--- src/rtl/uart_tx_frame_if.sv ---
// uart_tx_frame_if: data handshake, frame config and serial output of the UART transmitter
// break_req exists only when UART_TX_BREAK_EN is defined
interface uart_tx_frame_if #(parameter int DATA_WIDTH = 8, parameter int DIV_WIDTH = 8);
  logic [DATA_WIDTH-1:0] P_DATA;
  logic                  Data_Valid;
  logic                  tx_ready;
  logic                  PAR_EN;
  logic                  PAR_TYP;
  logic                  STOP2;
  logic [DIV_WIDTH-1:0]  DIV;
  logic                  TX_OUT;
  logic                  busy;
`ifdef UART_TX_BREAK_EN
  logic                  break_req;
  modport master (output P_DATA, Data_Valid, PAR_EN, PAR_TYP, STOP2, DIV, break_req,
                  input tx_ready, TX_OUT, busy);
  modport slave  (input P_DATA, Data_Valid, PAR_EN, PAR_TYP, STOP2, DIV, break_req,
                  output tx_ready, TX_OUT, busy);
`else
  modport master (output P_DATA, Data_Valid, PAR_EN, PAR_TYP, STOP2, DIV,
                  input tx_ready, TX_OUT, busy);
  modport slave  (input P_DATA, Data_Valid, PAR_EN, PAR_TYP, STOP2, DIV,
                  output tx_ready, TX_OUT, busy);
`endif
endinterface

--- src/rtl/uart_tx_frame.sv ---
// uart_tx_frame: UART transmitter with baud divider, one-entry holding register, parity, 1/2 stop bits
// Optional line break (break_req) is enabled by defining UART_TX_BREAK_EN
module uart_tx_frame #(
  parameter int DATA_WIDTH = 8,
  parameter int DIV_WIDTH  = 8
) (
  input logic clk,
  input logic rst,
  uart_tx_frame_if.slave bus
);
  localparam int BW = $clog2(DATA_WIDTH);
  localparam logic [BW-1:0] LAST = BW'(DATA_WIDTH - 1);
  typedef enum logic [2:0] {S_IDLE, S_START, S_DATA, S_PARITY, S_STOP1, S_STOP2} state_t;
  state_t                r_state, w_next;
  logic [DATA_WIDTH-1:0] r_hold, r_shift;
  logic                  r_hold_full, r_par, r_par_en, r_stop2;
  logic [DIV_WIDTH-1:0]  r_div, r_cnt;
  logic [BW-1:0]         r_bit_cnt;
  logic                  w_tick, w_wr, w_load, w_brk;
`ifdef UART_TX_BREAK_EN
  logic r_brk;
  always_ff @(posedge clk or posedge rst)
    if (rst) r_brk <= 1'b0;
    else     r_brk <= bus.break_req;
  assign w_brk = r_brk;
`else
  assign w_brk = 1'b0;
`endif
  assign w_tick = r_cnt == r_div;
  assign w_wr   = bus.Data_Valid && !r_hold_full;
  assign w_load = w_next == S_START && r_state != S_START;
  always_comb begin
    w_next = r_state;
    case (r_state)
      S_IDLE:   w_next = (r_hold_full && !w_brk) ? S_START : S_IDLE;
      S_START:  w_next = w_tick ? S_DATA : S_START;
      S_DATA:   w_next = (w_tick && r_bit_cnt == LAST) ? (r_par_en ? S_PARITY : S_STOP1) : S_DATA;
      S_PARITY: w_next = w_tick ? S_STOP1 : S_PARITY;
      S_STOP1, S_STOP2:
        w_next = !w_tick ? r_state :
                 (r_state == S_STOP1 && r_stop2) ? S_STOP2 :
                 (r_hold_full && !w_brk) ? S_START : S_IDLE;
      default:  w_next = S_IDLE;
    endcase
  end
  always_ff @(posedge clk or posedge rst) begin
    if (rst) begin
      r_state     <= S_IDLE;
      r_hold      <= '0;
      r_hold_full <= 1'b0;
      r_shift     <= '0;
      r_par       <= 1'b0;
      r_par_en    <= 1'b0;
      r_stop2     <= 1'b0;
      r_div       <= '0;
      r_cnt       <= '0;
      r_bit_cnt   <= '0;
    end else begin
      r_state <= w_next;
      r_cnt   <= (r_state == S_IDLE || w_tick) ? '0 : r_cnt + DIV_WIDTH'(1);
      if (w_wr) begin
        r_hold      <= bus.P_DATA;
        r_hold_full <= 1'b1;
      end else if (w_load) begin
        r_hold_full <= 1'b0;
      end
      // config is sampled only here so mid-frame input changes never disturb a frame
      if (w_load) begin
        r_shift   <= r_hold;
        r_par     <= ^r_hold ^ bus.PAR_TYP;
        r_par_en  <= bus.PAR_EN;
        r_stop2   <= bus.STOP2;
        r_div     <= bus.DIV;
        r_bit_cnt <= '0;
      end else if (r_state == S_DATA && w_tick) begin
        r_shift   <= r_shift >> 1;
        r_bit_cnt <= r_bit_cnt + BW'(1);
      end
    end
  end
  assign bus.TX_OUT   = r_state == S_START  ? 1'b0 :
                        r_state == S_DATA   ? r_shift[0] :
                        r_state == S_PARITY ? r_par :
                        r_state == S_IDLE   ? !w_brk : 1'b1;
  assign bus.busy     = r_state != S_IDLE;
  assign bus.tx_ready = !r_hold_full;
endmodule

--- src/flat_wrapper.sv ---
// flat-port wrapper written by rule: the top's interface ports become plain ports
module uart_tx_frame_flat 
#(
  parameter int DATA_WIDTH = 8,
  parameter int DIV_WIDTH  = 8
)
  (clk, rst, bus_P_DATA, bus_Data_Valid, bus_PAR_EN, bus_PAR_TYP, bus_STOP2, bus_DIV, bus_tx_ready, bus_TX_OUT, bus_busy);
  uart_tx_frame_if #(.DATA_WIDTH(DATA_WIDTH), .DIV_WIDTH(DIV_WIDTH)) bus_i ();
  input logic clk;
  input logic rst;
  input wire logic [$bits(bus_i.P_DATA)-1:0] bus_P_DATA;
  input wire logic [$bits(bus_i.Data_Valid)-1:0] bus_Data_Valid;
  input wire logic [$bits(bus_i.PAR_EN)-1:0] bus_PAR_EN;
  input wire logic [$bits(bus_i.PAR_TYP)-1:0] bus_PAR_TYP;
  input wire logic [$bits(bus_i.STOP2)-1:0] bus_STOP2;
  input wire logic [$bits(bus_i.DIV)-1:0] bus_DIV;
  output wire logic [$bits(bus_i.tx_ready)-1:0] bus_tx_ready;
  output wire logic [$bits(bus_i.TX_OUT)-1:0] bus_TX_OUT;
  output wire logic [$bits(bus_i.busy)-1:0] bus_busy;
  assign bus_i.P_DATA = bus_P_DATA;
  assign bus_i.Data_Valid = bus_Data_Valid;
  assign bus_i.PAR_EN = bus_PAR_EN;
  assign bus_i.PAR_TYP = bus_PAR_TYP;
  assign bus_i.STOP2 = bus_STOP2;
  assign bus_i.DIV = bus_DIV;
  assign bus_tx_ready = bus_i.tx_ready;
  assign bus_TX_OUT = bus_i.TX_OUT;
  assign bus_busy = bus_i.busy;
  uart_tx_frame #(.DATA_WIDTH(DATA_WIDTH), .DIV_WIDTH(DIV_WIDTH)) u_core (.clk(clk), .rst(rst), .bus(bus_i));
endmodule
--- config.mk ---
export PLATFORM = sky130hd
export DESIGN_NAME = uart_tx_frame_flat
export DESIGN_NICKNAME = d
export VERILOG_FILES = /design/src/rtl/uart_tx_frame_if.sv /design/src/rtl/uart_tx_frame.sv /design/src/flat_wrapper.sv
export SDC_FILE = /design/constraint.sdc
export NUM_CORES = 1
export LEC_CHECK = 0
export CORE_AREA = 2 2 76 78
export DETAILED_ROUTE_END_ITERATION = 10
export DIE_AREA = 0 0 78 80
export DONT_BUFFER_PORTS = 1
export PLACE_DENSITY = 0.56
export RECOVER_POWER = 100
export SLEW_MARGIN = 20
export SYNTH_ARGS = -nofsm -noshare
export SYNTH_HDL_FRONTEND = slang
export SYNTH_SLANG_ARGS = --single-unit
--- constraint.sdc ---
create_clock -name clk -period 2.4 [get_ports clk]
set_clock_uncertainty 0.15 [all_clocks]
set_input_delay 0.36 -clock clk [delete_from_list [all_inputs] [get_ports clk]]
set_output_delay 0.36 -clock clk [all_outputs]
set_load 0.005 [all_outputs]
==> results_dict.tcl <==
set metrics [dict create \
    hold_ws_ns 0.05076 \
    p_clk_share_pct 16.0 \
    grt.total_usage_pct 13.19 \
    synth_most_common_cell "dfrtp_1" \
    tns_ns 0 \
    antenna_cells 0 \
    cts_tree "built" \
    synth-seq-cells 42 \
    cts_setup_buffers 0 \
    synthTopCellsByCount "dfrtp_1, mux2_2, mux2_1, xor2_1, nor2_1" \
    grt_max_degree 43 \
    rows 27 \
    initialDrtViolationCount 147 \
    worstSetupPathType "flop to flop" \
    num_vias 1219 \
    synth.net_count 194 \
    ys.flop_type "dfrtp_1" \
    die-area_um2 6240 \
    seqPwrFrac_pct 48.7 \
    core_um2 5405 \
    overflow 0 \
    p_switching_uw 904.1 \
    met3_usage_pct 4.864 \
    path_cells "xor2_1 -> nor4_4 -> nand2_1 -> mux2i_4 -> buf_4 -> mux2_2" \
    synth.area.top_cells "dfrtp_1, mux2_2, mux2_1" \
    crit_slowest_cell "dfrtp_1" \
    antenna_left 0 \
    cts_root_buffer "clkbuf_8" \
    critPathCaptureType "flop" \
    synth_area_leader_cell "dfrtp_1" \
    critPathMaxStageDelay_ns 0.44 \
    status "finished clean" \
    power_mw 2.616 \
    yosys_warnings 0 \
    grt_pass1_wl_um 6348 \
    synthCells 169 \
    use_met1_pct 16.08 \
    routed_wl_um 3514 \
    rsz0062_at_grt "false" \
    die_height_um 80 \
    worstHoldPathType "primary input to flop" \
    placed_cell_area_um2 2165 \
    p_int_mw 1.712 \
    tightestPinTransition_ns 1.019 \
    finalHoldViolCount 0 \
    crit_arrival_ns 2.19 \
    startpoint_type "flop" \
    synthArstFlopShare_pct 100.0 \
    finalCritPeriodShare_pct 90.37 \
    clockBufferDepth 2 \
    maxSlewViolCount 0 \
    htree_levels 2 \
    routedWlPerCell_um 14.17 \
    hpwl_um 2634 \
    setup_viol 0 \
    max-slew-margin-rel_pct 32.08 \
    initial_core_util_pct 38.45 \
    grt_pass1_vias 1299 \
    reg2reg_from "u_core.r_cnt[1]" \
    die_w_um 78 \
    crit_fanout 14 \
    nFillCells 536 \
    cts.sinks 42 \
    busiest_layer "met2" \
    drc 0 \
    period_needed_ns 2.169 \
    cp.required_ns 2.42 \
    ir_drop_v 0.0006997 \
    combinationalPowerShare_pct 35.2 \
    port_buffers 0 \
    leakage_nw 1.021 \
    drive_gt1_share_pct 18.18 \
    grt_use_met2_pct 21.38 \
    synth_top_area_share_pct 50.57 \
    gp_congestion 0.8577 \
    synth.distinct_cells 30 \
    clock.fmax_mhz 461.1 \
    synth_edf_count 0 \
    clk_latency_ns 0.28 \
    critical-path-top-delay-family "multiplexers" \
    drt-vias-per-instance 4.915 \
    numCtsBuffers 5 \
    sw_frac_of_total_pct 34.56 \
    design_area_um2 2250 \
    syn_area_per_cell_um2 12.30 \
    area_growth_pct 8.248 \
    min-delay-start "bus_DIV[2]" \
    max_cap_viol_count 0 \
    netlist_area_um2 2078 \
    nets 201 \
    ioPinCount 25 \
    yosysSeqAreaShare_pct 50.57 \
    cp_num_buf_inv 1 \
    clk_pin_slew_ns 0.08 \
    crit_start "u_core.r_cnt[1]" \
    first_pass_iters 4 \
    power.density_nw_per_um2 1163 \
    antenna_found_initial 0 \
]
-- flip-flops by register name, summed over array words and instances, names as in the netlist --
register and cells:
u_core.r_par 1, u_core.r_div 8, u_core.r_cnt 8, u_core.r_par_en 1
u_core.r_hold_full 1, u_core.r_shift 8, u_core.r_state 3, u_core.r_hold 8
u_core.r_stop2 1, u_core.r_bit_cnt 3
-- per-layer routing --
metal	vias up	share of wire (%)
met5	-	0
met4	0	1.2
met3	5	5.6
met2	26	50
met1	601	43
li1	587	-
-- stage by stage --
| step | std cells | util (%) | setup slack (ns) |
|---|---|---|---|
| 2_1_floorplan | 169 | - | 0.3459 |
| 3_3_place_gp | 240 | 40.05 | 0.1750 |
| 3_5_place_dp | 240 | 40.05 | 0.1285 |
| 4_1_cts | 248 | 41.69 | 0.1009 |
| 5_1_grt | 248 | 41.62 | 0.1324 |
| 6_report | 248 | 41.62 | 0.2312 |
-- worst paths after layout --
check,end,slack [ns],cells after the start
setup / recovery,u_core.r_shift[4],0.23,6
hold / removal,u_core.r_div[2],0.05,1
setup reg to reg,u_core.r_shift[4],0.23,6
hold reg to reg,u_core.r_par,0.35,1
max in group asynchronous,u_core.r_cnt[6],0.79,3
min in group asynchronous,u_core.r_div[4],0.69,3
-- placed cells by master, fill, tap and decap left out --
cell type	instances
inv_1	6
or3_1	2
nor3b_1	1
buf_4	3
nor4_4	2
mux2_2	17
a31oi_1	1
and4b_1	1
nand2_1	7
o32ai_1	1
nor2b_1	4
nor2_1	9
ha_1	3
a21o_1	1
xnor2_1	8
clkbuf_1	1
and3_1	3
a21oi_1	5
nand2b_1	2
and2_1	1
mux2_1	15
nand3_1	5
nor4_1	1
clkinv_2	2
clkbuf_8	5
xor2_1	15
mux2i_1	3
o21ai_0	6
dfrtp_1	42
mux2i_4	1
nand3_2	1
dlygate4sd3_1	1
clkbuf_2	1
-- cells by family (layout without fill, tap and decap cells) --
group | Yosys count | after routing | synth area share (%)
DFF | 42 | 42 | 50.57
and+or+nand+nor | 39 | 39 | 11.26
xor gates and xnor gates | 23 | 23 | 9.693
muxes | 36 | 36 | 19.87
AOI/OAI and AO/OA | 14 | 14 | 3.733
adders and majority gates | 3 | 3 | 1.806
buffers and inverters | 12 | 19 | 3.070
-- worst register-to-register path, cell delays in order (launching register included) --
cell and delay (ns):
dfrtp_1 0.44, xor2_1 0.19, nor4_4 0.32, nand2_1 0.17
mux2i_4 0.19, buf_4 0.23, mux2_2 0.36
-- layout make-up --
type | instances | area (um2) | area share, %
inverter | 6 | 22.52 | 1.001
clock buffer | 5 | 68.82 | 3.059
timing repair buffer | 6 | 41.29 | 1.835
sequential | 42 | 1051 | 46.72
tap | 72 | 90.09 | 4.004
multi-input combinational | 115 | 965.9 | 42.94
clock inverter | 2 | 10.01 | 0.4449
-- timing repair --
action                     in CTS  in global routing
hold buffers                    1                  0
hold endpoints to repair       42                  0
gates resized for setup         0                  1
setup endpoints to repair       0                  5
-- power groups by stage --
stage / registers, mW / logic, mW / clock network (mW)
2_1_floorplan: 1.21 / 0.831 / 0
4_1_cts: 1.28 / 0.949 / 0.438
3_3_place_gp: 1.28 / 0.908 / 0
5_1_grt: 1.33 / 1.04 / 0.475
6_report: 1.27 / 0.921 / 0.420
3_5_place_dp: 1.29 / 0.944 / 0
Power figures use the tool's default switching activity.
